[config.mk]
export PLATFORM = sky130hd
export DESIGN_NAME = sampler_multibank_writer_flat
export DESIGN_NICKNAME = d
export VERILOG_FILES = /design/src/rtl/sampler_pkg.sv /design/src/rtl/sampler_multibank_writer_if.sv /design/src/rtl/decim_accumulator.sv /design/src/rtl/sampler_multibank_writer.sv /design/src/flat_wrapper.sv
export SDC_FILE = /design/constraint.sdc
export NUM_CORES = 1
export LEC_CHECK = 0
export BUFFER_PORTS_ARGS = -buffer_cell sky130_fd_sc_hd__buf_2
export CAP_MARGIN = 10
export CORE_UTILIZATION = 55
export DETAILED_ROUTE_END_ITERATION = 7
export GPL_TIMING_DRIVEN = 0
export PLACE_DENSITY = 0.84
export SLEW_MARGIN = 20
export SYNTH_ARGS = -nofsm -noshare
export SYNTH_HDL_FRONTEND = slang
export SYNTH_SLANG_ARGS = --single-unit
[constraint.sdc]
create_clock -name clk -period 3.1 [get_ports clk]
set_clock_uncertainty 0.15 [all_clocks]
set_input_delay 0.775 -clock clk [delete_from_list [all_inputs] [get_ports clk]]
set_output_delay 0.775 -clock clk [all_outputs]
set_load 0.05 [all_outputs]
[src/rtl/sampler_pkg.sv]
// Shared state encoding, default widths and bank-index width helper for the
// multibank sampler writer.
package sampler_pkg;

    localparam int unsigned DEF_DATA_W = 12;
    localparam int unsigned DEF_ADDR_W = 11;

    typedef enum logic [1:0] {
        IDLE  = 2'd0,
        FILL  = 2'd1,
        STALL = 2'd2
    } state_t;

    function automatic int unsigned bank_w(input int unsigned n_banks);
        return (n_banks > 1) ? $clog2(n_banks) : 1;
    endfunction

endpackage

[src/rtl/sampler_multibank_writer_if.sv]
// Capture, release and frame-RAM write bus of the multibank sampler writer.
interface sampler_multibank_writer_if
    import sampler_pkg::*;
#(
    parameter int unsigned DATA_W  = DEF_DATA_W,
    parameter int unsigned ADDR_W  = DEF_ADDR_W,
    parameter int unsigned N_BANKS = 2,
    parameter int unsigned OVR_W   = 16,
    parameter int unsigned BANK_W  = bank_w(N_BANKS)
);

    logic              enable;
    logic              sample_tick;
    logic [DATA_W-1:0] data;
    logic              rel_valid;
    logic [BANK_W-1:0] rel_bank;

    logic [ADDR_W-1:0]  addr;
    logic [DATA_W-1:0]  wr_data;
    logic [N_BANKS-1:0] wr_en;
    logic               start_round;
    logic               now_writing;
    logic               frame_ready;
    logic [BANK_W-1:0]  frame_bank;
    logic [N_BANKS-1:0] busy_mask;
    logic [OVR_W-1:0]   overrun;

    modport master (
        input  enable, sample_tick, data, rel_valid, rel_bank,
        output addr, wr_data, wr_en, start_round, now_writing,
               frame_ready, frame_bank, busy_mask, overrun
    );

    modport slave (
        output enable, sample_tick, data, rel_valid, rel_bank,
        input  addr, wr_data, wr_en, start_round, now_writing,
               frame_ready, frame_bank, busy_mask, overrun
    );

endinterface

[src/rtl/decim_accumulator.sv]
// Block-average decimator: sums 2^DECIM_LOG2 ticks and flags the completing tick
// combinationally together with the truncated average.
module decim_accumulator
    import sampler_pkg::*;
#(
    parameter int unsigned DATA_W     = DEF_DATA_W,
    parameter int unsigned DECIM_LOG2 = 0
) (
    input  logic              clk,
    input  logic              rst,
    input  logic              tick,
    input  logic [DATA_W-1:0] data,
    input  logic              clear,
    output logic              group_done,
    output logic [DATA_W-1:0] avg
);

    localparam int unsigned ACC_W = DATA_W + DECIM_LOG2;
    localparam int unsigned CNT_W = (DECIM_LOG2 > 0) ? DECIM_LOG2 : 1;
    localparam logic [CNT_W-1:0] LAST = CNT_W'((1 << DECIM_LOG2) - 1);

    logic [ACC_W-1:0] acc;
    logic [ACC_W-1:0] sum;
    logic [CNT_W-1:0] cnt;

    always_comb begin
        sum        = acc + ACC_W'(data);
        group_done = tick && (cnt == LAST);
        avg        = DATA_W'(sum >> DECIM_LOG2);
    end

    always_ff @(posedge clk) begin
        if (rst || clear) begin
            acc <= '0;
            cnt <= '0;
        end else if (group_done) begin
            acc <= '0;
            cnt <= '0;
        end else if (tick) begin
            acc <= sum;
            cnt <= cnt + CNT_W'(1);
        end
    end

endmodule

[src/rtl/sampler_multibank_writer.sv]
// Captures decimated ADC samples into ring-ordered frame banks, tracking consumer
// ownership of completed banks and counting groups dropped while stalled.
module sampler_multibank_writer
    import sampler_pkg::*;
#(
    parameter int unsigned DATA_W     = DEF_DATA_W,
    parameter int unsigned ADDR_W     = DEF_ADDR_W,
    parameter int unsigned N_BANKS    = 2,
    parameter int unsigned BANK_W     = bank_w(N_BANKS),
    parameter int unsigned DECIM_LOG2 = 0,
    parameter int unsigned OVR_W      = 16
) (
    input  logic clk,
    input  logic rst,
    sampler_multibank_writer_if.master bus
);

    localparam logic [ADDR_W-1:0] LAST_ADDR = '1;
    localparam logic [BANK_W-1:0] LAST_BANK = BANK_W'(N_BANKS - 1);
    localparam logic [OVR_W-1:0]  OVR_MAX   = '1;

    state_t             state, state_n;
    logic [BANK_W-1:0]  ptr, ptr_n, ptr_inc;
    logic [ADDR_W-1:0]  wptr, wptr_n;
    logic [N_BANKS-1:0] busy_rel, busy_n;
    logic [N_BANKS-1:0] wr_en_n;
    logic [ADDR_W-1:0]  addr_n;
    logic [DATA_W-1:0]  wr_data_n;
    logic               start_n;
    logic               frame_n;
    logic [BANK_W-1:0]  fbank_n;
    logic [OVR_W-1:0]   ovr_n;
    logic               acc_clear;
    logic               group_done;
    logic [DATA_W-1:0]  avg;

    // Nothing accumulates while idle or disabled, so a re-enable starts a clean group.
    assign acc_clear = !bus.enable || (state == IDLE);

    decim_accumulator #(
        .DATA_W     (DATA_W),
        .DECIM_LOG2 (DECIM_LOG2)
    ) u_decim (
        .clk        (clk),
        .rst        (rst),
        .tick       (bus.sample_tick),
        .data       (bus.data),
        .clear      (acc_clear),
        .group_done (group_done),
        .avg        (avg)
    );

    // Release applied combinationally so the FSM sees it in the same cycle.
    always_comb begin
        busy_rel = bus.busy_mask;
        if (bus.rel_valid && (32'(bus.rel_bank) < N_BANKS)) begin
            busy_rel[bus.rel_bank] = 1'b0;
        end
    end

    always_comb begin
        state_n   = state;
        ptr_n     = ptr;
        wptr_n    = wptr;
        busy_n    = busy_rel;
        ovr_n     = bus.overrun;
        wr_en_n   = '0;
        addr_n    = bus.addr;
        wr_data_n = bus.wr_data;
        start_n   = 1'b0;
        frame_n   = 1'b0;
        fbank_n   = bus.frame_bank;
        ptr_inc   = (ptr == LAST_BANK) ? '0 : ptr + BANK_W'(1);

        if (!bus.enable) begin
            state_n = IDLE;
            wptr_n  = '0;
        end else begin
            unique case (state)
                IDLE: begin
                    state_n = busy_rel[ptr] ? STALL : FILL;
                end
                FILL: begin
                    if (group_done) begin
                        wr_en_n   = N_BANKS'(1) << ptr;
                        addr_n    = wptr;
                        wr_data_n = avg;
                        start_n   = (wptr == '0);
                        if (wptr == LAST_ADDR) begin
                            frame_n     = 1'b1;
                            fbank_n     = ptr;
                            busy_n[ptr] = 1'b1;
                            ptr_n       = ptr_inc;
                            wptr_n      = '0;
                            state_n     = busy_n[ptr_inc] ? STALL : FILL;
                        end else begin
                            wptr_n = wptr + ADDR_W'(1);
                        end
                    end
                end
                STALL: begin
                    if (group_done && (bus.overrun != OVR_MAX)) begin
                        ovr_n = bus.overrun + OVR_W'(1);
                    end
                    if (!busy_rel[ptr]) begin
                        state_n = FILL;
                    end
                end
                default: state_n = IDLE;
            endcase
        end
    end

    always_ff @(posedge clk) begin
        if (rst) begin
            state           <= IDLE;
            ptr             <= '0;
            wptr            <= '0;
            bus.busy_mask   <= '0;
            bus.overrun     <= '0;
            bus.wr_en       <= '0;
            bus.addr        <= '0;
            bus.wr_data     <= '0;
            bus.start_round <= 1'b0;
            bus.frame_ready <= 1'b0;
            bus.frame_bank  <= '0;
            bus.now_writing <= 1'b0;
        end else begin
            state           <= state_n;
            ptr             <= ptr_n;
            wptr            <= wptr_n;
            bus.busy_mask   <= busy_n;
            bus.overrun     <= ovr_n;
            bus.wr_en       <= wr_en_n;
            bus.addr        <= addr_n;
            bus.wr_data     <= wr_data_n;
            bus.start_round <= start_n;
            bus.frame_ready <= frame_n;
            bus.frame_bank  <= fbank_n;
            bus.now_writing <= (state_n == FILL);
        end
    end

endmodule
[src/flat_wrapper.sv]
// flat-port wrapper written by rule: the top's interface ports become plain ports
module sampler_multibank_writer_flat import sampler_pkg::*;
#(
    parameter int unsigned DATA_W     = DEF_DATA_W,
    parameter int unsigned ADDR_W     = DEF_ADDR_W,
    parameter int unsigned N_BANKS    = 2,
    parameter int unsigned BANK_W     = bank_w(N_BANKS),
    parameter int unsigned DECIM_LOG2 = 0,
    parameter int unsigned OVR_W      = 16
)
  (clk, rst, bus_enable, bus_sample_tick, bus_data, bus_rel_valid, bus_rel_bank, bus_addr, bus_wr_data, bus_wr_en, bus_start_round, bus_now_writing, bus_frame_ready, bus_frame_bank, bus_busy_mask, bus_overrun);
  sampler_multibank_writer_if #(.DATA_W(DATA_W), .ADDR_W(ADDR_W), .N_BANKS(N_BANKS), .OVR_W(OVR_W), .BANK_W(BANK_W)) bus_i ();
  input  logic clk;
  input  logic rst;
  input wire logic [$bits(bus_i.enable)-1:0] bus_enable;
  input wire logic [$bits(bus_i.sample_tick)-1:0] bus_sample_tick;
  input wire logic [$bits(bus_i.data)-1:0] bus_data;
  input wire logic [$bits(bus_i.rel_valid)-1:0] bus_rel_valid;
  input wire logic [$bits(bus_i.rel_bank)-1:0] bus_rel_bank;
  output wire logic [$bits(bus_i.addr)-1:0] bus_addr;
  output wire logic [$bits(bus_i.wr_data)-1:0] bus_wr_data;
  output wire logic [$bits(bus_i.wr_en)-1:0] bus_wr_en;
  output wire logic [$bits(bus_i.start_round)-1:0] bus_start_round;
  output wire logic [$bits(bus_i.now_writing)-1:0] bus_now_writing;
  output wire logic [$bits(bus_i.frame_ready)-1:0] bus_frame_ready;
  output wire logic [$bits(bus_i.frame_bank)-1:0] bus_frame_bank;
  output wire logic [$bits(bus_i.busy_mask)-1:0] bus_busy_mask;
  output wire logic [$bits(bus_i.overrun)-1:0] bus_overrun;
  assign bus_i.enable = bus_enable;
  assign bus_i.sample_tick = bus_sample_tick;
  assign bus_i.data = bus_data;
  assign bus_i.rel_valid = bus_rel_valid;
  assign bus_i.rel_bank = bus_rel_bank;
  assign bus_addr = bus_i.addr;
  assign bus_wr_data = bus_i.wr_data;
  assign bus_wr_en = bus_i.wr_en;
  assign bus_start_round = bus_i.start_round;
  assign bus_now_writing = bus_i.now_writing;
  assign bus_frame_ready = bus_i.frame_ready;
  assign bus_frame_bank = bus_i.frame_bank;
  assign bus_busy_mask = bus_i.busy_mask;
  assign bus_overrun = bus_i.overrun;
  sampler_multibank_writer #(.DATA_W(DATA_W), .ADDR_W(ADDR_W), .N_BANKS(N_BANKS), .BANK_W(BANK_W), .DECIM_LOG2(DECIM_LOG2), .OVR_W(OVR_W)) u_core (.clk(clk), .rst(rst), .bus(bus_i));
endmodule
# ---- After elaboration in Yosys (flattened, before gate mapping)
# Index checks and enable logic that the tools add are counted.
dict set report classes {
  addsub 5
  order_cmp 5
  n_eq_ne 5
  shift 1
  n_mux 23
  bitwise_logic 7
  n_reduce_logical 16
}
# cell count
set ops {}
lappend ops {{$mux 2} 11}
lappend ops {{$add 16x1->16 const B} 1}
lappend ops {{$ne 16x16->1 const B} 1}
lappend ops {{$add 12x12->12} 1}
lappend ops {{$add 11x1->11 const B} 1}
lappend ops {{$eq 11x11->1 const B} 1}
lappend ops {{$logic_not 11->1} 1}
lappend ops {{$mux 11} 1}
lappend ops {{$mux 1} 8}
lappend ops {{$lt 1x2->1 const B} 3}
lappend ops {{$pmux 2 s3} 1}
lappend ops {{$reduce_and 3->1} 2}
lappend ops {{$eq 2x1->1 const B} 2}
lappend ops {{$logic_and 1x1->1} 4}
lappend ops {{$not 1->1} 4}
lappend ops {{$reduce_and 4->1} 1}
lappend ops {{$reduce_or 2->1} 2}
lappend ops {{$reduce_or 4->1} 1}
lappend ops {{$add 1x1->1 const B} 2}
lappend ops {{$and 2x2->2} 1}
lappend ops {{$demux 1 s1} 2}
lappend ops {{$eq 2x2->1 const B} 1}
lappend ops {{$ge 1x1->1 const B} 2}
lappend ops {{$logic_not 2->1} 1}
lappend ops {{other kinds (6)} 7}
dict set report word_totals {
  regBits 74
  output_inout_bits 47
  word_cells 76
}

# ---- Logic depth before layout (Yosys ltp)
dict set report depth {
  ltp_word 16
  mapped_depth 8
  ltp_nobuf 8
}

# ---- Modules after synthesis
# From an unflattened synthesis, not the netlist that was laid out.
dict set report hier_totals {
  hier_cells 445
  area_unflattened_um2 3816.2
}
# mod n_inst cells_per_inst area_each_um2 seq_area_each_um2
set modules_own_cells {}
lappend modules_own_cells {sampler_multibank_writer 1 320 2711.4 1221.2}
lappend modules_own_cells {decim_accumulator 1 125 1104.8 260.2}

# ---- Least setup slack after synthesis
# OpenSTA, ideal clock, no wires.
dict set report synth_path {
  path_type {input to register}
  startpoint {input port bus_data[0]}
  endpoint {register u_core.bus.wr_data[8]}
  setup_time_ps 122
  arrival_ps 2392
  required_ps 2828
  path_slack_ps 437
  cell_stages 8
  path_buffers 0
  path_cell_list {ha_1 > fa_1 > a211oi_1 > o21bai_1 > a21o_1 > a31oi_1 > or4_1 > nand3_1}
}
dict set report synth_via {
  elab_chain_len 1
}
# item line_no
set synth_lines {}
lappend synth_lines {{start: declaration} flat_wrapper.sv:17} ;# input wire logic [$bits(bus_i.data)-1:0] bus_data;
lappend synth_lines {{$add 12x12->12} decim_accumulator.sv:27} ;# sum = acc + ACC_W'(data);
lappend synth_lines {{end signal: assignment} sampler_multibank_writer.sv:136} ;# bus.wr_data <= wr_data_n;
lappend synth_lines {{end: declaration} sampler_multibank_writer_if.sv:30} ;# output addr, wr_data, wr_en, start_round, now_writing,
# No other way between the ends.
# A chain may end at the register's enable or synchronous reset.

# ---- Worst setup path after layout
dict set report layout_path {
  startpoint {input port bus_data[2]}
  endpoint {register u_core.bus.wr_data[9]}
}
# The elaborated chain is that of the path after synthesis.

==> metrics.txt <==
outcome finished clean; minimum setup slack after placement 68.5 ps; CTS sink cnt 74; total internal power 1300 uW; count of mapped cells out of synthesis 420; quantity of I/O buffers inserted on ports 64; Die Width 81.7 microns; CTS Buf Count 9; slowest stage cell, crit path sky130_fd_sc_hd__o21ai_0; mean cell area of the mapped netlist 8.31 sq um; leakage power of the design 0.00172 uW; final setup violation count 0; # DRC 0; largest net degree at the start of global routing 13; Max Root-Sink Buffers 2; arrival time of data at the critical path endpoint 2820 ps; initial core utilization 58.0%; Layout Cells excl Fill 574; CTS tree built; CTS H-Tree Depth 3; Yosys warning total 0; sequential share of the synthesized area 42.4%; global route total overflow 0; Worst Setup Path Type in -> reg; WP data required 3200 ps; worst-margin pin slew 646 ps; RePlAce Congestion 0.843; worst slew margin relative to its limit 56.9%; number of flops mapped to enable cells by yosys 0; NetSw 446 uW; area of the core 0.00603 sq mm; antenna violations before repair 0; number of antenna repair diodes 0; async set-reset flop share out of synthesis 0%; clock-pin slew reported for the worst setup and hold paths after clock tree synthesis 70 ps; number of hold-repair buffers added at the cts stage 0; leading cell types in the layout, fill and taps excluded sky130_fd_sc_hd__dfxtp_1, sky130_fd_sc_hd__buf_2, sky130_fd_sc_hd__nand2_1; portion of total power attributed to sequential cells 55.0%; syn_nets 453; element type at the critical path end flop; source-to-sink clock delay at the later pin of the worst-skew pair 350 ps; overall die area 0.00667 sq mm; largest vdd supply drop 0.332 mV; worst-path cell chain buf_2 -> ha_1 -> o21ai_0 -> o21ai_0 -> o22ai_1 -> o21ai_1 -> mux2_2 -> a31o_2; Fillers 512; most common cell after layout, fill and taps aside sky130_fd_sc_hd__dfxtp_1; Detail Route Antenna Nets 0; synthesized cell area 0.00349 sq mm; highest achievable clock rate 367 MHz; number of global-route vias before repair 2934; post-route setup slack 377 ps; fraction of power consumed by combinational cells 7.3%; detail-routed net length per standard cell 14.0 microns; aggregate negative setup slack 0 ps; top-level I/O count 65; share of cells above drive strength 1 18.0%; power consumption 1750 uW; pwr dens 429 mW/mm^2; total routing resource utilization after global routing 25.9%; cell repeated most along the worst path sky130_fd_sc_hd__o21ai_0; die boundary height 81.7 microns; setup repair after global routing missed its margin false; number of maximum-capacitance violations 0; Startpoint Class input port; detailed placement HPWL 5940 microns; Synth cell types 49; Tmin final 2720 ps; Worst path max stage delay 440 ps; Synth Flop Type sky130_fd_sc_hd__dfxtp_1; via total after detailed routing 3228; routed wire length 8050 microns; Cells after DPL 559; post-detailed-route via-to-cell ratio 5.62; fin nets 528; DRT iter0 DRCs 149; growth of design area from synthesis to finish 16.7%; root buffer selected by CTS sky130_fd_sc_hd__clkbuf_8; switching share of total power 25.5%; final count of pins violating max slew 0; largest driver fanout on the critical path 5; register bit count reported by yosys 74; part of the cycle the worst path needs 87.8%; number of resized instances in the post-cts repair step 0; wire length of the first global-routing pass 13200 microns; Post CTS Setup Buffer Count 0; Final Hold Viols 0; clock power share 37.8%; std cell rows 28; count of TritonRoute iterations in the first routing pass 5; Hold/Removal Path Class reg -> reg
==> critical path: cells and delay by family <==
kind	cells	cell delay, ps
compound gates	5	1220
fa+ha+maj	1	350
buf+inv	1	100
mux	1	360
==> flip-flops by register name, indices dropped and copies added, names as in the netlist <==
signal / flops
u_core.bus.overrun: 16
u_core.bus.frame_bank: 1
u_core.bus.addr: 11
u_core.bus.frame_ready: 1
u_core.ptr: 1
u_core.bus.wr_en: 2
u_core.bus.now_writing: 1
u_core.state: 2
u_core.u_decim.acc: 12
u_core.bus.start_round: 1
u_core.u_decim.cnt: 1
u_core.bus.wr_data: 12
u_core.bus.busy_mask: 2
u_core.wptr: 11
==> cell type report <==
cell class	instances	area [sq um]	area share (%)
tap	75	93.8	2.30
sequential	74	1480	36.4
timing repair buffer	64	320	7.86
clock inverter	5	31.3	0.768
inverter	11	41.3	1.01
multi-input combinational	316	1890	46.4
buffer	19	78.8	1.93
clock buffer	10	138	3.38
==> per-stage QoR <==
stage                     utilization, %  hold WS (ps)  instance area [sq um]
after global routing                67.6           323                   4080
after floorplan                        -           286                   3490
after global placement              64.8           291                   3910
final                               67.6           301                   4080
after CTS                           67.6           303                   4080
after detailed placement            64.8           293                   3910
==> power groups by stage <==
stage | Sequential [uW] | Clock (uW) | Combinational (uW)
2_1_floorplan | 1000 | 0 | 70.1
3_3_place_gp | 984 | 0 | 121
3_5_place_dp | 984 | 0 | 124
4_1_cts | 962 | 666 | 125
5_1_grt | 963 | 711 | 138
6_report | 962 | 661 | 127
==> synth_stat cells, types with 4 or more instances <==
cell	count	share of area, %
sky130_fd_sc_hd__nand3_1	16	2.3
sky130_fd_sc_hd__or3_1	7	1.3
sky130_fd_sc_hd__buf_2	5	0.72
sky130_fd_sc_hd__a211oi_1	7	1.5
sky130_fd_sc_hd__mux2i_1	10	2.9
sky130_fd_sc_hd__a21oi_1	38	5.4
sky130_fd_sc_hd__o21ai_0	15	2.1
sky130_fd_sc_hd__o21a_1	4	0.86
sky130_fd_sc_hd__and3_1	7	1.3
sky130_fd_sc_hd__ha_1	14	5.0
sky130_fd_sc_hd__nor3_1	15	2.1
sky130_fd_sc_hd__dfxtp_1	74	42
sky130_fd_sc_hd__a21o_1	5	1.1
sky130_fd_sc_hd__xnor2_1	8	2.0
sky130_fd_sc_hd__nand2_1	59	6.3
sky130_fd_sc_hd__clkbuf_1	12	1.3
sky130_fd_sc_hd__nand4_1	9	1.6
sky130_fd_sc_hd__xor2_1	14	3.5
sky130_fd_sc_hd__inv_1	11	1.2
sky130_fd_sc_hd__nor2_1	46	4.9
sky130_fd_sc_hd__and4_1	4	1.0
==> cell families after synthesis <==
kind of cell,after synthesis,share of synthesized area (%)
adders and majority gates,15,5.59
muxes,11,3.19
buffers and inverters,30,3.44
DFF,74,42.4
xor gates and xnor gates,22,5.52
AOI/OAI and AO/OA,86,14.9
and+or+nand+nor,182,24.9
==> worst paths after layout <==
path / start / to / slack [ps] / cells past startpoint
worst max-delay path: bus_data[2] / u_core.bus.wr_data[9] / 380 / 8
worst min-delay path: u_core.bus.addr[9] / u_core.bus.addr[9] / 300 / 2
worst max register to register: u_core.u_decim.acc[1] / u_core.bus.wr_data[9] / 580 / 7
worst min register to register: u_core.bus.addr[9] / u_core.bus.addr[9] / 300 / 2
==> per-layer routing <==
metal	global-route usage [%]	wire length [microns]	part of all wire, %	vias to the layer above
li1	-	-	-	1618
met1	31.5	3590	45	1512
met2	44.3	3920	49	85
met3	6.00	414	5.1	13
met4	10.2	125	1.6	0
met5	0	0	0	-
No activity file was read; power rests on OpenSTA's default activity.
